## src/rtl/ov7670_pkg.sv

```systemverilog
// Shared definitions for the OV7670 pixel-capture path: frame geometry defaults,
// FSM encoding, RGB565->RGB332 packing and the colour-bar palette.
package ov7670_pkg;

  localparam int IMG_W_DEF = 160;
  localparam int IMG_H_DEF = 120;

  typedef enum logic {
    IDLE    = 1'b0,
    CAPTURE = 1'b1
  } state_t;

  // byte1 = R[4:0],G[5:3]; byte2 = G[2:0],B[4:0]. Keep the top bits of each channel.
  function automatic logic [7:0] pack_rgb332(input logic [7:0] byte1, input logic [7:0] byte2);
    return {byte1[7:5], byte1[2:0], byte2[4:3]};
  endfunction

  function automatic logic [7:0] tp_color(input logic [2:0] bar);
    logic [7:0] c;
    case (bar)
      3'd0:    c = 8'hFF;
      3'd1:    c = 8'hFC;
      3'd2:    c = 8'h1F;
      3'd3:    c = 8'h1C;
      3'd4:    c = 8'hE3;
      3'd5:    c = 8'hE0;
      3'd6:    c = 8'h03;
      default: c = 8'h00;
    endcase
    return c;
  endfunction

endpackage

```

## src/rtl/ov7670_edge_det.sv

```systemverilog
// Registers a single-bit input and flags its rising and falling edges
// combinationally against the registered copy; RST_VAL sets the registered reset value.
module ov7670_edge_det #(
  parameter logic RST_VAL = 1'b0
) (
  input  logic clk,
  input  logic async_reset,
  input  logic d,
  output logic rise,
  output logic fall
);

  logic q;

  always_ff @(posedge clk or posedge async_reset) begin
    if (async_reset) q <= RST_VAL;
    else             q <= d;
  end

  assign rise = d & ~q;
  assign fall = ~d & q;

endmodule

```

## src/rtl/ov7670_capture.sv

```systemverilog
// OV7670 capture stage: packs RGB565 byte pairs into RGB332 frame-buffer writes,
// one frame per armed frame start. Define OV7670_TEST_PATTERN_EN for colour bars.
module ov7670_capture
  import ov7670_pkg::*;
#(
  parameter int IMG_W = IMG_W_DEF,
  parameter int IMG_H = IMG_H_DEF,
  parameter int AW    = 15
) (
  input  logic          pclk,
  input  logic          async_reset,
  input  logic          capture_en,
  input  logic          vsync,
  input  logic          href,
  input  logic [7:0]    px_data,
  output logic [AW-1:0] mem_px_addr,
  output logic [7:0]    mem_px_data,
  output logic          px_wr,
  output logic          frame_done,
  output logic          busy
);

  localparam int CW = $clog2(IMG_W + 1);
  localparam int RW = $clog2(IMG_H + 1);
  localparam logic [CW-1:0] COL_MAX = CW'(IMG_W);
  localparam logic [RW-1:0] ROW_MAX = RW'(IMG_H);

  state_t        state;
  logic [CW-1:0] col;
  logic [RW-1:0] row;
  logic [AW-1:0] addr;
  logic          phase;
  logic [7:0]    byte1;
  logic [7:0]    pix;
  logic          vsync_rise, vsync_fall, href_rise, href_fall;

  // vsync idles high between frames, so its history register resets to 1.
  ov7670_edge_det #(.RST_VAL(1'b1)) u_vsync_edge (
    .clk         (pclk),
    .async_reset (async_reset),
    .d           (vsync),
    .rise        (vsync_rise),
    .fall        (vsync_fall)
  );

  ov7670_edge_det #(.RST_VAL(1'b0)) u_href_edge (
    .clk         (pclk),
    .async_reset (async_reset),
    .d           (href),
    .rise        (href_rise),
    .fall        (href_fall)
  );

`ifdef OV7670_TEST_PATTERN_EN
  logic [2:0] bar;
  assign bar = 3'((32'(col) * 8) / IMG_W);
  assign pix = tp_color(bar);
`else
  assign pix = pack_rgb332(byte1, px_data);
`endif

  always_ff @(posedge pclk or posedge async_reset) begin
    if (async_reset) begin
      state       <= IDLE;
      busy        <= 1'b0;
      frame_done  <= 1'b0;
      px_wr       <= 1'b0;
      mem_px_addr <= '0;
      mem_px_data <= '0;
      addr        <= '0;
      row         <= '0;
      col         <= '0;
      phase       <= 1'b0;
      byte1       <= '0;
    end else begin
      px_wr      <= 1'b0;
      frame_done <= 1'b0;
      case (state)
        IDLE: begin
          if (vsync_fall && capture_en) begin
            state <= CAPTURE;
            busy  <= 1'b1;
            addr  <= '0;
            row   <= '0;
            col   <= '0;
            phase <= 1'b0;
          end
        end
        CAPTURE: begin
          if (vsync_rise) begin
            state      <= IDLE;
            busy       <= 1'b0;
            frame_done <= 1'b1;
          end else if (href_fall) begin
            // A trailing odd byte is dropped by clearing the phase here.
            phase <= 1'b0;
            col   <= '0;
            if (row < ROW_MAX) row <= row + 1'b1;
          end else if (href) begin
            if (!phase) begin
              byte1 <= px_data;
              phase <= 1'b1;
              if (href_rise) col <= '0;
            end else begin
              phase <= 1'b0;
              if (col < COL_MAX) col <= col + 1'b1;
              // Out-of-window pixels are consumed but never written.
              if (col < COL_MAX && row < ROW_MAX) begin
                px_wr       <= 1'b1;
                mem_px_addr <= addr;
                mem_px_data <= pix;
                addr        <= addr + 1'b1;
              end
            end
          end
        end
        default: state <= IDLE;
      endcase
    end
  end

endmodule

```

## config.mk

```make
export PLATFORM = sky130hd
export DESIGN_NAME = ov7670_capture
export DESIGN_NICKNAME = d
export VERILOG_FILES = /design/src/rtl/ov7670_pkg.sv /design/src/rtl/ov7670_edge_det.sv /design/src/rtl/ov7670_capture.sv
export SDC_FILE = /design/constraint.sdc
export NUM_CORES = 1
export LEC_CHECK = 0
export ABC_AREA = 0
export ABC_CLOCK_PERIOD_IN_PS = 3100
export BUFFER_PORTS_ARGS = -buffer_cell sky130_fd_sc_hd__buf_4
export CAP_MARGIN = 20
export CORE_MARGIN = 4
export CORE_UTILIZATION = 50
export DETAILED_ROUTE_END_ITERATION = 7
export GPL_ROUTABILITY_DRIVEN = 0
export PLACE_DENSITY = 0.71
export SLEW_MARGIN = 15
export SYNTH_ARGS = -nofsm -noshare
export SYNTH_HDL_FRONTEND = slang
export SYNTH_SLANG_ARGS = --single-unit
```

## constraint.sdc

```tcl
create_clock -name pclk -period 3.1 [get_ports pclk]
set_clock_uncertainty 0.05 [all_clocks]
set_input_delay 0.465 -clock pclk [delete_from_list [all_inputs] [get_ports pclk]]
set_output_delay 0.465 -clock pclk [all_outputs]
set_load 0.02 [all_outputs]
```

* After elaboration in Yosys (flattened, before gate mapping)
Cells that the tools add are included.
** Cells by class
- $add $sub $neg :: 3
- Bitwise logic cells :: 12
- Equality and inequality tests :: 12
- Reduce and logical (&&, ||, !) cells :: 9
- Magnitude comparators :: 2
- Shift-type cells :: 0
- $mul :: 0
- Divide/modulo/power cells :: 0
- Muxes and demuxes :: 40
** Operators with widths (number)
- $mux W15 :: 6
- $mux W8 :: 7
- $pmux W15 S2 :: 1
- $mux W7 :: 4
- $mux W1 :: 17
- $pmux W8 S2 :: 1
- $add A15 B1 Y15 const B :: 1
- $pmux W7 S2 :: 1
- $reduce_and A6 Y1 :: 2
- $ne A2 B1 Y1 const B :: 5
- $reduce_and A5 Y1 :: 2
- $add A8 B1 Y8 const B :: 1
- $lt A8 B8 Y1 const B :: 1
- $ne A2 B2 Y1 const B :: 4
- $not A1 Y1 :: 8
- $add A7 B1 Y7 const B :: 1
- $lt A7 B7 Y1 const B :: 1
- $pmux W1 S2 :: 3
- $and A1 B1 Y1 :: 4
- $ne A4 B1 Y1 const B :: 1
- $ne A4 B2 Y1 const B :: 1
- $reduce_and A4 Y1 :: 1
- $ne A3 B2 Y1 const B :: 1
- $reduce_and A3 Y1 :: 1
- 2 further kinds :: 3
** Word-level totals
- Memory bits (read-only) :: 0
- Bits in writable memories :: 0
- Register bits :: 68
- Memories kept :: 0
- Bits of input ports :: 13
- Latch bits :: 0
- Logic and storage cells :: 91

* Longest topological paths before layout
Gate-level depths: netlist of run 1.
- Word-level depth :: 8
- Mapped depth :: 8
- Depth with buffers taken out :: 7

* Modules after synthesis
Synthesis of run 1 repeated with hierarchy kept, for this count alone.
** Unflattened totals
- Cell total of the unflattened synthesis :: 285
- Area, all modules :: 3130.5 sq um
** By module, submodules not included
- ov7670_capture :: sequential area each 1601.5 sq um, instances 1, cells an instance 277, area each 3041.7 sq um
- ov7670_edge_det at u_vsync_edge :: sequential area each 26.3 sq um, instances 1, cells an instance 4, area each 45.0 sq um
- ov7670_edge_det at u_href_edge :: sequential area each 25.0 sq um, instances 1, cells an instance 4, area each 43.8 sq um

* Worst setup path before layout of run 1
OpenSTA, ideal clock, no wires.
- Kind :: input to register
- Start :: input href
- End :: register mem_px_addr[2]
- Library setup time :: 0.127 ns
- Buffers on the path :: 2
- Data required time :: 2.923 ns
- Slack :: 1.034 ns
- Arrival time :: 1.888 ns
- Stages :: 7
- Cell sequence :: inv_1 -> ha_1 -> and3b_1 -> and4_1 -> buf_4 -> buf_6 -> mux2_1
** On the way
- Cells in the longest elaborated chain, start to end :: 4
** RTL lines
- start, declared :: RTL line ov7670_capture.sv:14 : input logic href,
- $not A1 Y1 :: RTL line ov7670_edge_det.sv:21 : assign fall = ~d & q;
- $and A1 B1 Y1 :: RTL line ov7670_edge_det.sv:21
- $not A1 Y1 (no source line)
- $reduce_and A6 Y1 (no source line) *
- end signal, assigned :: RTL line ov7670_capture.sv:110 : mem_px_addr <= addr;
- end, declared :: RTL line ov7670_capture.sv:16 : output logic [AW-1:0] mem_px_addr,
Every way passes the cells marked *; elsewhere a longest branch is shown, timed or not.
A chain may end at the register's enable or synchronous reset.

* Worst setup path in the final report of run 1
- Start :: register state
- End :: register addr[14]
** On the way
- Cells in the longest elaborated chain, start to end :: 3
** RTL lines
- start, declared :: RTL line ov7670_capture.sv:28 : state_t state;
- start signal, assigned :: RTL line ov7670_capture.sv:64 : state <= IDLE;
- start signal, assigned :: RTL line ov7670_capture.sv:81 : state <= CAPTURE;
- start signal, assigned :: RTL line ov7670_capture.sv:91 : state <= IDLE;
- $not A1 Y1
- $ne A2 B2 Y1 (no source line)
- $reduce_and A6 Y1 (no source line)
- end signal, assigned :: RTL line ov7670_capture.sv:112 : addr <= addr + 1'b1;
- end, declared :: RTL line ov7670_capture.sv:31 : logic [AW-1:0] addr;
Parallel ways exist; a longest one is shown, timed or not.

==> out/results.ini, run 1 <==
[worst_setup_path]
crit_slowest_cell = or4_1
criticalPathCategory = reg2reg
worstPathRequired_ns = 3.31
endpoint_kind = register
crit_chain = and4bb_2 -> a41o_2 -> nand4_1 -> or4_1 -> a21oi_1
max_stage_delay_ns = 0.58
path_max_fanout = 13
crit_path_start_kind = register
cp.arrival_ns = 2.50

[power]
p_sw_uw = 622
peakVddDrop_mv = 0.563
switching_share_pct = 28.5
p_total_uw = 2180
clockPowerShare_pct = 29.8
p_per_area_nw_per_um2 = 624
pwr-share-comb_pct = 19.8
total_leakage_power_uw = 0.00163
pwr-share-seq_pct = 50.4
p_int_uw = 1560

[die]
initial_utilization_pct = 52.9
dieArea_sq_um = 7270
num_rows = 27
ios = 39
coreArea_sq_um = 5640
die_h_microns = 85.3
die_w_microns = 85.3

[timing]
finalHoldViolCount = 0
slew_headroom_pct = 53.9
rsz0062_at_grt = false
worst_slew_pin_slew_ns = 0.691
maxSlewViolCount = 0
min_period_ns = 2.29
finalCritPeriodShare_pct = 73.8
fin_setup_tns_ns = 0
setup_viol = 0
max_freq_mhz = 437

[grt]
grt_max_degree = 36
grt_pass1_vias = 1985
grt_pass1_wl_microns = 9630
grtUsageTotal_pct = 16.8
grt-ovfl-total = 0
antenna_found_initial = 0

[cells_and_area]
final_util_pct = 62.0
synthToLayoutAreaGrowth_pct = 17.1
drive_gt1_share_pct = 32.7
nNetsFinal = 314
fillCellCount = 454
n_antenna_cell = 0

[clock_network]
cts-root-buf = clkbuf_8
insertion_delay_ns = 0.34
clk_pin_slew_ns = 0.07
cts.repair.resized = 0
clock_path_buffers = 2
cts_tree = built
ctsHoldBuffers = 0
cts_made_buffers = 9
clock_sinks = 66
h-tree-depth = 3
postCtsSetupRepairBufs = 0

[place]
post-dp-hpwl_microns = 3750
io_buffer_count = 38

[synth]
synth_top_area_cell = dfrtp_1
yosys.area_share.simple_pct = 15.5
synth_xor_area_share_pct = 2.93
ys.flop_type = dfrtp_1
yosysMostFrequentCell = dfrtp_1
synth-seq-cells = 66
synth_nets = 270
synth_fa_ha_area_share_pct = 1.68
ys_warn_count = 0
synth.yosys.seq_area_share_pct = 55.4
synth-edff-count = 0
yosysTopAreaCellShare_pct = 54.5
muxShareOfSynthArea_pct = 11.7
syn_inst = 253
ys_types = 50
synth.avg_cell_area_sq_um = 11.8
syn_area_sq_um = 2990
synth_compound_area_share_pct = 9.01
ys_async_sr_fraction_pct = 100
synth_top_family_by_area = simple AND/OR/NAND/NOR gates
synth_commonest_cells = 65 x dfrtp_1, 30 x mux2_2, 21 x nor2_1, 13 x a21oi_1, 13 x o21ai_0
ys_top_cells_by_area = dfrtp_1 54%, mux2_2 11%, xnor2_1 2.9%, nor2_1 2.6%, a21oi_1 2.2%

[detailed_routing]
routedWlPerCell_microns = 15.0
ant_nets = 0
routed_via_density = 5.52
num_vias = 2054
drc_errors = 0
routed_wl_microns = 5560
first_pass_iters = 4
drtIter0Drc = 103

[hold_path]
hold_class = in2async

[job]
max_cap_violations = 0

[run_status]
status = completed

-- cell families (layout without fill, tap and decap cells) --
group | Yosys count | in the layout
adders and majority gates | 4 | 4
buffers and inverters | 18 | 65
muxes | 31 | 31
DFF | 66 | 66
and+or+nand+nor | 84 | 84
AOI/OAI and AO/OA | 40 | 40
xor gates and xnor gates | 10 | 10
-- metal layers --
metal	vias to the layer above	part of all wire (%)	GRT usage, %
li1	991	-	-
met1	1010	48	22.3
met2	45	44	24.6
met3	8	6.2	6.02
met4	0	1.6	7.34
met5	-	0	0
-- critical path: cells and delay by family, from the launching register on --
kind / cells / cell delay (ns)
and+or+nand+nor: 3 / 1.29
DFF: 1 / 0.56
AOI/OAI and AO/OA: 2 / 0.31
-- registers in the layout (all words and copies together), names as in the netlist --
name / flops
addr: 15
busy: 1
byte1: 6
col: 8
frame_done: 1
mem_px_addr: 15
mem_px_data: 8
phase: 1
px_wr: 1
row: 7
state: 1
u_href_edge.q: 1
u_vsync_edge.q: 1
-- cell usage in the layout, fill, tap and decap left out, types with 6 or more instances in the layout --
cell and count:
xnor2_1 10, clkbuf_8 12, nand3_1 10, nor2_1 21
dfrtp_1 65, mux2_2 30, nand4_1 6, o21ai_0 13
a21oi_1 13, nand2_1 12, or3_1 9, inv_1 9
nor3_1 7, buf_4 40
-- final timing paths --
| check | depth (start not counted) | startpoint | slack (ns) | to |
|---|---|---|---|---|
| setup / recovery | 5 | state | 0.81 | addr[14] |
| hold / removal | 2 | async_reset | 0.19 | mem_px_addr[4] |
| setup reg to reg | 5 | state | 0.81 | addr[14] |
| hold reg to reg | 1 | byte1[6] | 0.46 | byte1[6] |
| max in group asynchronous | 3 | async_reset | 2.18 | busy |
| min in group pclk | 1 | vsync | 0.21 | u_vsync_edge.q |
-- final cells by class --
cell class	instances	area, sq um	area share (%)
repair buffers	41	320	9.16
clock inverters	2	12.5	0.358
clock buffers	12	165	4.72
multi-input cells	169	1220	34.8
inverters	10	37.5	1.07
flip-flops and latches	66	1650	47.3
well taps	72	90.1	2.58
-- power by group through the flow --
| stage | clock network [uW] | registers (uW) | logic [uW] |
|---|---|---|---|
| finish | 650 | 1100 | 433 |
| global route | 703 | 1120 | 479 |
| CTS | 669 | 1100 | 441 |
| detailed placement | 0 | 1110 | 442 |
| global placement | 0 | 1110 | 432 |
| floorplan | 0 | 1170 | 209 |
-- per-stage QoR --
| stage | instance area [sq um] | std cells | setup slack, ns | hold WS, ns |
|---|---|---|---|---|
| 3_5_place_dp | 3320 | 358 | 0.569 | 0.442 |
| 4_1_cts | 3500 | 372 | 0.775 | 0.190 |
| 5_1_grt | 3500 | 372 | 0.596 | 0.185 |
| 6_report | 3500 | 372 | 0.812 | 0.190 |
| 3_3_place_gp | 3320 | 358 | 0.707 | 0.421 |
| 2_1_floorplan | 2990 | 253 | 0.932 | 0.417 |
No activity file was read; power rests on OpenSTA's default activity.
==> run 2: changes to the inputs <==
- ABC_CLOCK_PERIOD_IN_PS: 3100 -> 2300
- clock period: 3.1 -> 2.3 ns (I/O delays scaled with it)
==> out/results.ini, run 2 (synthesized netlist as in run 1, its figures left out) <==
[run_status]
status = completed  ; unchanged

[hold_path]
hold_class = in2reg  ; was in2async

[detailed_routing]
maxUsedRoutingLayer = met4  ; unchanged
routed_via_density = 5.51  ; was 5.52
wl_met2_microns = 2510  ; was 2440 microns
routedWlPerCell_microns = 14.6  ; was 15.0 microns
wl_met1_microns = 2610  ; was 2690 microns
num_vias = 2099  ; was 2054
wl_met3_microns = 408  ; was 343 microns
drc_errors = 0  ; unchanged
first_pass_iters = 4  ; unchanged
drtIter0Drc = 143  ; was 103
ant_nets = 0  ; unchanged
routed_wl_microns = 5580  ; was 5560 microns

[worst_setup_path]
cp.arrival_ns = 2.24  ; was 2.50 ns
worstPathRequired_ns = 2.51  ; was 3.31 ns
criticalPathCategory = reg2reg  ; unchanged
endpoint_kind = register  ; unchanged
crit_path_start_kind = register  ; unchanged
path_max_fanout = 11  ; was 13

[cells_and_area]
drive_gt1_share_pct = 33.7  ; was 32.7%
multi_input_area_sq_um = 1220  ; unchanged
seq_area_sq_um = 1650  ; unchanged
final_common_cell = dfrtp_1  ; unchanged
synthToLayoutAreaGrowth_pct = 20.6  ; was 17.1%
final_cell_mix = 65 x dfrtp_1, 47 x buf_4, 30 x mux2_2, 21 x nor2_1  ; was 65 x dfrtp_1, 40 x buf_4, 30 x mux2_2, 21 x nor2_1
nNetsFinal = 322  ; was 314
fillCellCount = 454  ; unchanged
top_regs = addr: 15 flops, mem_px_addr: 15 flops  ; unchanged
n_antenna_cell = 0  ; unchanged

[clock_network]
cts_tree = built  ; unchanged
clock_sinks = 66  ; unchanged
h-tree-depth = 3  ; unchanged
cts.repair.resized = 0  ; unchanged
postCtsSetupRepairBufs = 0  ; unchanged
clock_path_buffers = 2  ; unchanged
clk_pin_slew_ns = 0.07  ; about the same
cts_made_buffers = 9  ; unchanged
ctsHoldBuffers = 1  ; was 0
cts-root-buf = clkbuf_8  ; unchanged
insertion_delay_ns = 0.33  ; was 0.34 ns

[timing]
worst_slew_pin_slew_ns = 0.445  ; was 0.691 ns
maxSlewViolCount = 0  ; unchanged
slew_headroom_pct = 70.2  ; was 53.9%
finalCritPeriodShare_pct = 88.4  ; was 73.8%
fin_setup_tns_ns = 0  ; unchanged
finalHoldViolCount = 0  ; unchanged
max_freq_mhz = 492  ; was 437 MHz
whs_ns = 0.0898  ; was 0.190 ns
min_period_ns = 2.03  ; was 2.29 ns
setup_viol = 0  ; unchanged
rsz0062_at_grt = false  ; unchanged

[die]
die_h_microns = 85.3  ; unchanged
die_w_microns = 85.3  ; unchanged
num_rows = 27  ; unchanged
ios = 39  ; unchanged
dieArea_sq_um = 7270  ; unchanged
initial_utilization_pct = 52.9  ; unchanged
coreArea_sq_um = 5640  ; unchanged

[grt]
grt_max_degree = 28  ; was 36
grt-ovfl-total = 0  ; unchanged
grt_pass1_wl_microns = 10100  ; was 9630 microns
grt_pass1_vias = 2132  ; was 1985
grtUsageTotal_pct = 17.4  ; was 16.8%
antenna_found_initial = 0  ; unchanged

[place]
io_buffer_count = 38  ; unchanged
post-dp-hpwl_microns = 3960  ; was 3750 microns

[power]
p_total_uw = 3150  ; was 2180 uW
total_leakage_power_uw = 0.00169  ; was 0.00163 uW
p_per_area_nw_per_um2 = 876  ; was 624 nW/um^2
peakVddDrop_mv = 0.548  ; was 0.563 mV

[job]
max_cap_violations = 0  ; unchanged

[run 2: cell count changes in the layout (fill, tap and decap cells not counted)]
cell and delta:
bufinv_16 +2, dlygate4sd3_1 +1, clkinv_2 -1, clkbuf_8 -1
clkinvlp_4 -1, clkbuf_1 +2, buf_4 +7
[run 2: worst max-delay path, stage by stage, from the launching register on]
cell and delay, ns:
dfrtp_1 0.38, ha_1 0.26, o31ai_4 0.29, buf_4 0.16, nand3_1 0.25, or3_1 0.43, a21oi_1 0.14
[run 2: where the power goes]
group / switching, uW / internal [uW]
Sequential: 120 / 1350
Clock: 408 / 665
Combinational: 312 / 300
[run 2: cell type report]
cell class                 instances  area share [%]
sequential                        66            45.9
multi-input combinational        169            33.8
timing repair buffer              49            10.6
clock buffer                      13            4.41
tap                               72            2.50
clock inverter                     2            1.67
inverter                          10            1.04
[run 2: through the flow]
stage	util (%)	worst slack [ns]	area [sq um]	instances
2_1_floorplan	-	0.252	2990	253
3_3_place_gp	59.7	0.159	3370	365
3_5_place_dp	59.7	0.0887	3370	365
4_1_cts	63.8	0.270	3600	381
5_1_grt	63.8	0.127	3600	381
6_report	63.8	0.267	3600	381
[run 2: metal layers]
| layer | up-vias | GRT usage, % |
|---|---|---|
| li1 | 1009 | - |
| met1 | 1030 | 23.4 |
| met3 | 9 | 6.80 |
| met2 | 51 | 25.7 |
| met5 | - | 0 |
| met4 | 0 | 6.04 |
[run 2: worst paths after layout]
path / start / endpoint / slack [ns] / depth (start not counted)
min in group asynchronous: async_reset / mem_px_addr[3] / 0.49 / 3
setup / recovery: u_href_edge.q / addr[9] / 0.27 / 6
hold reg to reg: mem_px_addr[2] / mem_px_addr[2] / 0.44 / 1
max in group asynchronous: async_reset / row[6] / 1.01 / 4
setup reg to reg: u_href_edge.q / addr[9] / 0.27 / 6
hold / removal: vsync / u_vsync_edge.q / 0.09 / 1
